### src/rtl/sm83_pkg.sv
// Shared types and constants for the SM83 fetch/sequencing slice.
// The HALT_BUG_EN build macro (see fetch_sequencer.sv) adds no package content.
package sm83_pkg;

    typedef enum logic [2:0] {
        ST_FETCH = 3'd0,
        ST_EXEC  = 3'd1,
        ST_HALT  = 3'd2,
        ST_STOP  = 3'd3,
        ST_IRQ   = 3'd4
    } fetch_state_t;

    localparam logic [15:0] IRQ_VEC_BASE   = 16'h0040;
    localparam logic [15:0] IRQ_VEC_STRIDE = 16'd8;

    localparam int IRQ_VBLANK = 0;
    localparam int IRQ_STAT   = 1;
    localparam int IRQ_TIMER  = 2;
    localparam int IRQ_SERIAL = 3;
    localparam int IRQ_JOYPAD = 4;

    function automatic logic [15:0] irq_vec(input logic [7:0] idx);
        return IRQ_VEC_BASE + (16'(idx) * IRQ_VEC_STRIDE);
    endfunction

endpackage

### src/rtl/fetch_sequencer_if.sv
// Opcode-fetch memory port between the fetch sequencer (master) and the bus unit (slave).
// Handshake: mem_req with mem_addr is held stable until a cycle where mem_ack=1; that
// cycle completes the transfer with mem_rdata valid. mem_ack without mem_req is meaningless.
interface fetch_sequencer_if;
    logic        mem_req;
    logic [15:0] mem_addr;
    logic [7:0]  mem_rdata;
    logic        mem_ack;

    modport master (output mem_req, output mem_addr, input mem_rdata, input mem_ack);
    modport slave  (input mem_req, input mem_addr, output mem_rdata, output mem_ack);
endinterface

### src/rtl/fetch_sequencer_irq_prio_enc.sv
// Fixed-priority encoder: lowest set request index wins (index 0 = highest priority).
module irq_prio_enc #(
    parameter int W     = 5,
    parameter int IDX_W = (W > 1) ? $clog2(W) : 1
) (
    input  logic [W-1:0]     req,
    output logic [W-1:0]     onehot,
    output logic [IDX_W-1:0] idx,
    output logic             any
);
    always_comb begin
        onehot = '0;
        idx    = '0;
        // Scan downwards so the lowest set bit is the last one written.
        for (int i = W - 1; i >= 0; i--) begin
            if (req[i]) begin
                onehot    = '0;
                onehot[i] = 1'b1;
                idx       = IDX_W'(i);
            end
        end
    end

    assign any = |req;
endmodule

### src/rtl/fetch_sequencer.sv
// Instruction-boundary controller: PC/IR ownership, opcode fetch, HALT/STOP, IME and IRQ dispatch.
// Build macro HALT_BUG_EN: HALT with IME clear and an interrupt already pending re-executes the next byte.
module fetch_sequencer
    import sm83_pkg::*;
#(
    parameter logic [15:0] RESET_PC = 16'h0000,
    parameter int          IRQ_W    = 5
) (
    input  logic              clk,
    input  logic              rst,
    fetch_sequencer_if.master mem,
    output logic [7:0]        ir,
    output logic              ir_valid,
    output logic              is_instr16,
    input  logic              dec_prefix,
    input  logic              dec_halt,
    input  logic              dec_stop,
    input  logic              dec_ei,
    input  logic              dec_di,
    input  logic              dec_reti,
    input  logic              exec_done,
    input  logic              pc_load,
    input  logic [15:0]       pc_load_val,
    output logic [15:0]       pc,
    input  logic [IRQ_W-1:0]  irq_pending,
    output logic              irq_take,
    output logic [15:0]       irq_vector,
    output logic [IRQ_W-1:0]  irq_ack,
    input  logic              wake,
    output logic              ime,
    output fetch_state_t      state_dbg
);
    localparam int IDX_W = (IRQ_W > 1) ? $clog2(IRQ_W) : 1;

    fetch_state_t     state, state_nxt;
    logic             ei_delay;
    logic             skip_inc;
    logic             ime_eff;
    logic             halt_bug;
    logic             prefix_step;
    logic             irq_enter;
    logic [IRQ_W-1:0] enc_onehot;
    logic [IDX_W-1:0] enc_idx;
    logic             irq_any;

    irq_prio_enc #(.W(IRQ_W), .IDX_W(IDX_W)) u_prio (
        .req    (irq_pending),
        .onehot (enc_onehot),
        .idx    (enc_idx),
        .any    (irq_any)
    );

    assign mem.mem_req  = (state == ST_FETCH);
    assign mem.mem_addr = pc;
    assign irq_take     = (state == ST_IRQ);
    assign state_dbg    = state;
    assign prefix_step  = (state == ST_EXEC) && dec_prefix && !is_instr16;
    assign irq_enter    = (state_nxt == ST_IRQ) && (state != ST_IRQ);

    always_comb begin
        state_nxt = state;
        ime_eff   = ime;
        halt_bug  = 1'b0;
        if (dec_di)                 ime_eff = 1'b0;
        else if (dec_ei)            ime_eff = ime;
        else if (ei_delay || dec_reti) ime_eff = 1'b1;
        case (state)
            ST_FETCH: if (mem.mem_ack) state_nxt = ST_EXEC;
            ST_EXEC: begin
                if (prefix_step) begin
                    state_nxt = ST_FETCH;
                end else if (exec_done) begin
                    if (dec_halt) begin
`ifdef HALT_BUG_EN
                        halt_bug = !ime && irq_any;
`else
                        halt_bug = 1'b0;
`endif
                        state_nxt = halt_bug ? ST_FETCH : ST_HALT;
                    end else if (dec_stop) begin
                        state_nxt = ST_STOP;
                    end else if (ime_eff && irq_any) begin
                        state_nxt = ST_IRQ;
                    end else begin
                        state_nxt = ST_FETCH;
                    end
                end
            end
            ST_HALT:  if (irq_any) state_nxt = ime ? ST_IRQ : ST_FETCH;
            ST_STOP:  if (wake) state_nxt = ST_FETCH;
            ST_IRQ:   if (exec_done) state_nxt = ST_FETCH;
            default:  state_nxt = ST_FETCH;
        endcase
    end

    always_ff @(posedge clk) begin
        if (rst) begin
            state      <= ST_FETCH;
            pc         <= RESET_PC;
            ir         <= 8'h00;
            ir_valid   <= 1'b0;
            is_instr16 <= 1'b0;
            ime        <= 1'b0;
            ei_delay   <= 1'b0;
            skip_inc   <= 1'b0;
            irq_ack    <= '0;
            irq_vector <= 16'h0000;
        end else begin
            state   <= state_nxt;
            irq_ack <= '0;
            case (state)
                ST_FETCH: begin
                    if (mem.mem_ack) begin
                        ir       <= mem.mem_rdata;
                        ir_valid <= 1'b1;
                        if (skip_inc) skip_inc <= 1'b0;
                        else          pc       <= pc + 16'd1;
                    end
                end
                ST_EXEC: begin
                    if (prefix_step) begin
                        is_instr16 <= 1'b1;
                        ir_valid   <= 1'b0;
                    end else if (exec_done) begin
                        is_instr16 <= 1'b0;
                        ir_valid   <= 1'b0;
                        if (pc_load) pc <= pc_load_val;
                        if (dec_di) begin
                            ime      <= 1'b0;
                            ei_delay <= 1'b0;
                        end else if (dec_ei) begin
                            ei_delay <= 1'b1;
                        end else if (ei_delay) begin
                            ime      <= 1'b1;
                            ei_delay <= 1'b0;
                        end else if (dec_reti) begin
                            ime <= 1'b1;
                        end
                        if (halt_bug) skip_inc <= 1'b1;
                    end
                end
                ST_IRQ: if (exec_done) pc <= irq_vector;
                default: ;
            endcase
            // Dispatch entry wins over any IME update made at the same boundary.
            if (irq_enter) begin
                irq_ack    <= enc_onehot;
                irq_vector <= irq_vec(8'(enc_idx));
                ime        <= 1'b0;
            end
        end
    end
endmodule

### src/flat_wrapper.sv
// flat-port wrapper written by rule: the top's interface ports become plain ports
module fetch_sequencer_flat import sm83_pkg::*;
#(
    parameter logic [15:0] RESET_PC = 16'h0000,
    parameter int          IRQ_W    = 5
)
  (clk, rst, ir, ir_valid, is_instr16, dec_prefix, dec_halt, dec_stop, dec_ei, dec_di, dec_reti, exec_done, pc_load, pc_load_val, pc, irq_pending, irq_take, irq_vector, irq_ack, wake, ime, state_dbg, mem_mem_req, mem_mem_addr, mem_mem_rdata, mem_mem_ack);
  fetch_sequencer_if mem_i ();
  input  logic clk;
  input  logic rst;
  output logic [7:0] ir;
  output logic ir_valid;
  output logic is_instr16;
  input  logic dec_prefix;
  input  logic dec_halt;
  input  logic dec_stop;
  input  logic dec_ei;
  input  logic dec_di;
  input  logic dec_reti;
  input  logic exec_done;
  input  logic pc_load;
  input  logic [15:0] pc_load_val;
  output logic [15:0] pc;
  input  logic [IRQ_W-1:0] irq_pending;
  output logic irq_take;
  output logic [15:0] irq_vector;
  output logic [IRQ_W-1:0] irq_ack;
  input  logic wake;
  output logic ime;
  output fetch_state_t state_dbg;
  output wire logic [$bits(mem_i.mem_req)-1:0] mem_mem_req;
  output wire logic [$bits(mem_i.mem_addr)-1:0] mem_mem_addr;
  input wire logic [$bits(mem_i.mem_rdata)-1:0] mem_mem_rdata;
  input wire logic [$bits(mem_i.mem_ack)-1:0] mem_mem_ack;
  assign mem_mem_req = mem_i.mem_req;
  assign mem_mem_addr = mem_i.mem_addr;
  assign mem_i.mem_rdata = mem_mem_rdata;
  assign mem_i.mem_ack = mem_mem_ack;
  fetch_sequencer #(.RESET_PC(RESET_PC), .IRQ_W(IRQ_W)) u_core (.clk(clk), .rst(rst), .mem(mem_i), .ir(ir), .ir_valid(ir_valid), .is_instr16(is_instr16), .dec_prefix(dec_prefix), .dec_halt(dec_halt), .dec_stop(dec_stop), .dec_ei(dec_ei), .dec_di(dec_di), .dec_reti(dec_reti), .exec_done(exec_done), .pc_load(pc_load), .pc_load_val(pc_load_val), .pc(pc), .irq_pending(irq_pending), .irq_take(irq_take), .irq_vector(irq_vector), .irq_ack(irq_ack), .wake(wake), .ime(ime), .state_dbg(state_dbg));
endmodule
### config.mk
export PLATFORM = sky130hd
export DESIGN_NAME = fetch_sequencer_flat
export DESIGN_NICKNAME = d
export VERILOG_FILES = /design/src/rtl/sm83_pkg.sv /design/src/rtl/fetch_sequencer_if.sv /design/src/rtl/fetch_sequencer_irq_prio_enc.sv /design/src/rtl/fetch_sequencer.sv /design/src/flat_wrapper.sv
export SDC_FILE = /design/constraint.sdc
export NUM_CORES = 1
export LEC_CHECK = 0
export ABC_AREA = 1
export CAP_MARGIN = 0
export CORE_ASPECT_RATIO = 1.2
export CORE_MARGIN = 2
export CORE_UTILIZATION = 25
export DETAILED_ROUTE_END_ITERATION = 12
export PLACE_DENSITY_LB_ADDON = 0.25
export SLEW_MARGIN = 20
export SYNTH_ARGS = -nofsm -noshare
export SYNTH_HDL_FRONTEND = slang
export SYNTH_SLANG_ARGS = --single-unit
export TNS_END_PERCENT = 50
### constraint.sdc
create_clock -name clk -period 3.3 [get_ports clk]
set_input_delay 0.99 -clock clk [delete_from_list [all_inputs] [get_ports clk]]
set_output_delay 0.99 -clock clk [all_outputs]
set_load 0.05 [all_outputs]
### Word-level counts from Yosys, hierarchy flattened

Index checks and enable logic that the tools add are counted.

| storage, ports and cells | value |
|---|---|
| flip-flop bits (word level) | 52 |
| input bits | 41 |
| output and inout bits | 69 |
| word-level logic and storage cells | 95 |

| operators by class | value |
|---|---|
| add/subtract/negate cells | 2 |
| eq/ne operators | 13 |
| multiplexer cells | 41 |
| bitwise operators | 2 |
| reduce and logical (&&, ||, !) cells | 24 |

Operator list:

| cell | number |
|---|---|
| $mux 16 | 5 |
| $mux 3 | 16 |
| $pmux 16 s3 | 1 |
| $add 16x1->16 const B | 1 |
| $pmux 3 s5 | 1 |
| $mux 1 | 14 |
| $reduce_or 5->1 | 2 |
| $add 7x6->8 const A | 1 |
| $ne 2x2->1 const B | 4 |
| $eq 3x2->1 const B | 2 |
| $eq 3x3->1 const B | 2 |
| $reduce_and 3->1 | 2 |
| $reduce_and 6->1 | 1 |
| $reduce_bool 3->1 | 2 |
| $reduce_or 6->1 | 1 |
| $mux 5 | 1 |
| $reduce_and 5->1 | 1 |
| $logic_and 1x1->1 | 4 |
| $mux 4 | 1 |
| $ne 2x1->1 const B | 2 |
| $reduce_and 2->1 | 2 |
| $reduce_bool 2->1 | 2 |
| $reduce_or 2->1 | 2 |
| $reduce_or 4->1 | 1 |
| 10 further kinds | 11 |

### Logic depth before layout (Yosys ltp)

| depth | value |
|---|---|
| depth in word-level cells | 15 |
| gate-level depth with buffers | 10 |
| mapped depth without buffers | 10 |

### Modules after synthesis

From an unflattened synthesis, not the netlist that was laid out.

| second synthesis, totals | value |
|---|---|
| cell total of the unflattened synthesis | 412 |
| area total of the unflattened synthesis | 2549.9 um^2 |

Modules (own cells, without submodules):

| module | instances | cells an instance | area each (um^2) | seq. area each (um^2) |
|---|---|---|---|---|
| fetch_sequencer | 1 | 393 | 2463.6 | 800.8 |
| irq_prio_enc | 1 | 19 | 86.3 | 0.0 |

### Least setup slack after synthesis

Ideal clock, no wire load.

| timing path | value |
|---|---|
| path type | flip-flop to output port |
| from | register u_core.state[0], in the netlist u_core.state_dbg[0] |
| to | output mem_mem_req |
| data arrival time | 1.611 ns |
| required time | 2.310 ns |
| slack | 0.699 ns |
| cell stages (with the launch flop) | 4 |
| buffers on the path | 0 |
| cell sequence | dfxtp_1 > inv_2 > nand2_2 > nor2_1 |

| on the way | value |
|---|---|
| longest elaborated chain between the ends | 1 |

Ends and longest elaborated chain:

| item | line | RTL |
|---|---|---|
| start, declared | fetch_sequencer.sv:35 | `fetch_state_t state, state_nxt;` |
| start signal, assigned | fetch_sequencer.sv:109 | `state <= state_nxt;` |
| $logic_not 3->1 | fetch_sequencer.sv:53 | `assign mem.mem_req = (state == ST_FETCH);` |
| end, declared | flat_wrapper.sv:31 | `output wire logic [$bits(mem_i.mem_req)-1:0] mem_mem_req;` |

Every way passes these cells.

### Worst setup path after layout

| timing path | value |
|---|---|
| from | register u_core.state[2], in the netlist u_core.state_dbg[2] |
| to | output irq_take |

| on the way | value |
|---|---|
| longest elaborated chain between the ends | 1 |

Ends and longest elaborated chain:

| item | line | RTL |
|---|---|---|
| $eq 3x3->1 | fetch_sequencer.sv:55 | `assign irq_take = (state == ST_IRQ);` |
| end, declared | flat_wrapper.sv:25 | `output logic irq_take;` |

Every way passes these cells.

==> out/results.tsv <==
metric	value	unit
grt_start_max_net_pins	27	
final_cell_mix	nand2_1, clkdlybuf4s50_1, nor2_1	
ir_worst_vdd	0.000232	V
max_slew_margin	0.655	
diodes	0	
start_util	0.259	
n_fill_cell	1052	
clock_latency	0.28	ns
core_area	9560	sq um
synthAdderAreaFrac	0.00506	
synth_cell_type_count	32	
post-place-cells	588	
postRouteAntennaNets	0	
ctsLongestPathBuffers	2	
ys_warn_count	0	
cts_setup_buffers	0	
grt-ovfl-total	0	
vias_per_cell	4.37	
cp_max_fo	6	
finalCritPeriodShare	0.883	
maxCapViolCount	0	
hold_buffers	0	
ctsResizeCount	0	
crit_buf_inv	2	
drc	0	
num_io_pins	110	
path_delay_family	buffers and inverters	
cts_sinks	40	
critPathSlowestCell	clkdlybuf4s50_1	
routed_wl	6.93	mm
stdcell_count	596	
max_freq	343	MHz
io_buffers	97	
clockRootBuffer	clkbuf_16	
synth-compound-area-share	0.0986	
finalClockSkew	0.00515	ns
first_iter_violations	121	
slew_violations	0	
antenna_found_initial	0	
required	2.31	ns
final_common_cell	nand2_1	
rsz0062_at_grt	no	
die-area	10700	sq um
post-route-min-period	2.91	ns
synth_top_family_by_area	simple AND/OR/NAND/NOR gates	
place_hpwl	5.30	mm
synth_seq_cells	40	
place_congestion	0.834	
setup_violations	0	
fp-row-count	39	
syn_inst	390	
path_clk_slew	0.06	ns
numCtsBuffers	5	
ff2ff_setup_slack	1.38	ns
crit_path_start_kind	flop	
cts_tree	yes	
grt_usage	0.127	
die_w	94.8	um
critPathCaptureType	output port	
hold_path_class	reg2reg	
cp_slowest_stage_delay	0.84	ns
worst-setup-path-type	reg2out	
grt_pass1_vias	2440	
grt_pass1_wl	10.9	mm
p_leak	1.50	nW
synthToLayoutAreaGrowth	44.5	%
ys_seq_area_frac	0.324	
synth_mux_area_frac	0	
htreeDepth	2	
power_density	475	nW/um^2
finish.net_count	514	
drive_above_1_share	0.0550	
yosys.area_share.simple	0.388	
crit_chain	inv_2 > nor2_4 > clkdlybuf4s50_1	
vias	2602	
tightestPinTransition	0.516	ns
layout_setup_ws	0.386	ns
outcome	finished, final reports clean	
drt_pre_antenna_iters	4	
fin_setup_tns	0	ns
synth_area	2470	sq um
hold_viol	0	
synth_area_per_cell	6.34	sq um
post-place-ws	0.596	ns
wire_per_inst	11.6	um
worstPathArrival	1.92	ns
synth_xor_xnor_area_share	0.0142	
die_h	113	um
==> synth_stat cells (all sizes together) <==
cell	n	area (sq um)
a21oi	29	145
nand3b	1	7.51
nor4	1	6.26
nor3	1	5.00
inv	40	150
o22ai	2	26.3
a211oi	1	7.51
nor2b	1	6.26
conb	1	3.75
clkinv	1	3.75
a22oi	2	15.0
nor2	58	228
nand3	33	178
ha	1	12.5
o211ai	2	15.0
nand2	116	455
nand4	12	75.1
dfxtp	40	801
o21ai	7	35.0
xor2	4	35.0
buf	33	248
clkbuf	4	15.0
==> per-layer routing <==
metal  share of wire  track usage  routed length (um)
met2            0.50        0.223                3480
met4           0.014       0.0386                  95
met5               0            0                   0
met1            0.43        0.153                3010
met3           0.050       0.0260                 344
==> path summary, 6_finish.rpt <==
path                            cells past startpoint                             endpoint                      startpoint
worst max-delay path                                3                             irq_take  u_core.state_dbg[2]$_SDFF_PP0_
worst min-delay path                                2            u_core.ir[4]$_SDFFE_PP0P_       u_core.ir[4]$_SDFFE_PP0P_
worst max register to register                      8  u_core.mem.mem_addr[6]$_SDFFE_PP0P_  u_core.state_dbg[0]$_SDFF_PP0_
worst min register to register                      2            u_core.ir[4]$_SDFFE_PP0P_       u_core.ir[4]$_SDFFE_PP0P_
==> tightest hold or removal path, delay by kind of cell, from the launching register on <==
family / cells / cell delay, ns
DFF: 1 / 0.31
and+or+nand+nor: 1 / 0.06
AOI/OAI and AO/OA: 1 / 0.05
==> kinds of logic (layout without fill, tap and decap cells) <==
group / Yosys count / after routing
flip-flops: 40 / 40
AO/OA/AOI/OAI: 43 / 43
XOR/XNOR: 4 / 4
buffers and inverters: 78 / 150
adder cells (fa/ha/maj): 1 / 1
other: 1 / 12
AND/OR/NAND/NOR: 223 / 223
==> registers in the layout, summed over array words and instances, names as in the netlist <==
register / cells
u_core.state_dbg: 3
u_core.ei_delay: 1
u_core.ir: 8
u_core.irq_vector: 4
u_core.ime: 1
u_core.ir_valid: 1
u_core.is_instr16: 1
u_core.mem.mem_addr: 16
u_core.irq_ack: 5
==> area by class of cell <==
cell class	count	area (sq um)	area share
inverters	41	154	0.0431
multi-input cells	283	1300	0.363
flip-flops and latches	40	801	0.224
clock inverters	3	42.5	0.0119
repair buffers	101	1000	0.280
clock buffers	5	125	0.0350
well taps	123	154	0.0431
==> through the flow <==
step / utilization / area, sq um / hold WS [ns] / power (mW)
2_1_floorplan: - / 2510 / 0.446 / 0.995
3_3_place_gp: 0.356 / 3410 / 0.457 / 1.15
3_5_place_dp: 0.356 / 3410 / 0.457 / 1.15
4_1_cts: 0.374 / 3570 / 0.469 / 1.72
5_1_grt: 0.374 / 3570 / 0.486 / 1.78
6_report: 0.374 / 3570 / 0.466 / 1.70
==> power by group <==
part	switching [mW]	internal [mW]	leakage [nW]
logic	0.377	0.195	1.10
clock network	0.206	0.356	0.0798
registers	0.0482	0.516	0.328
total	0.631	1.07	1.50
Note: power is estimated with default switching activity, not from simulation.
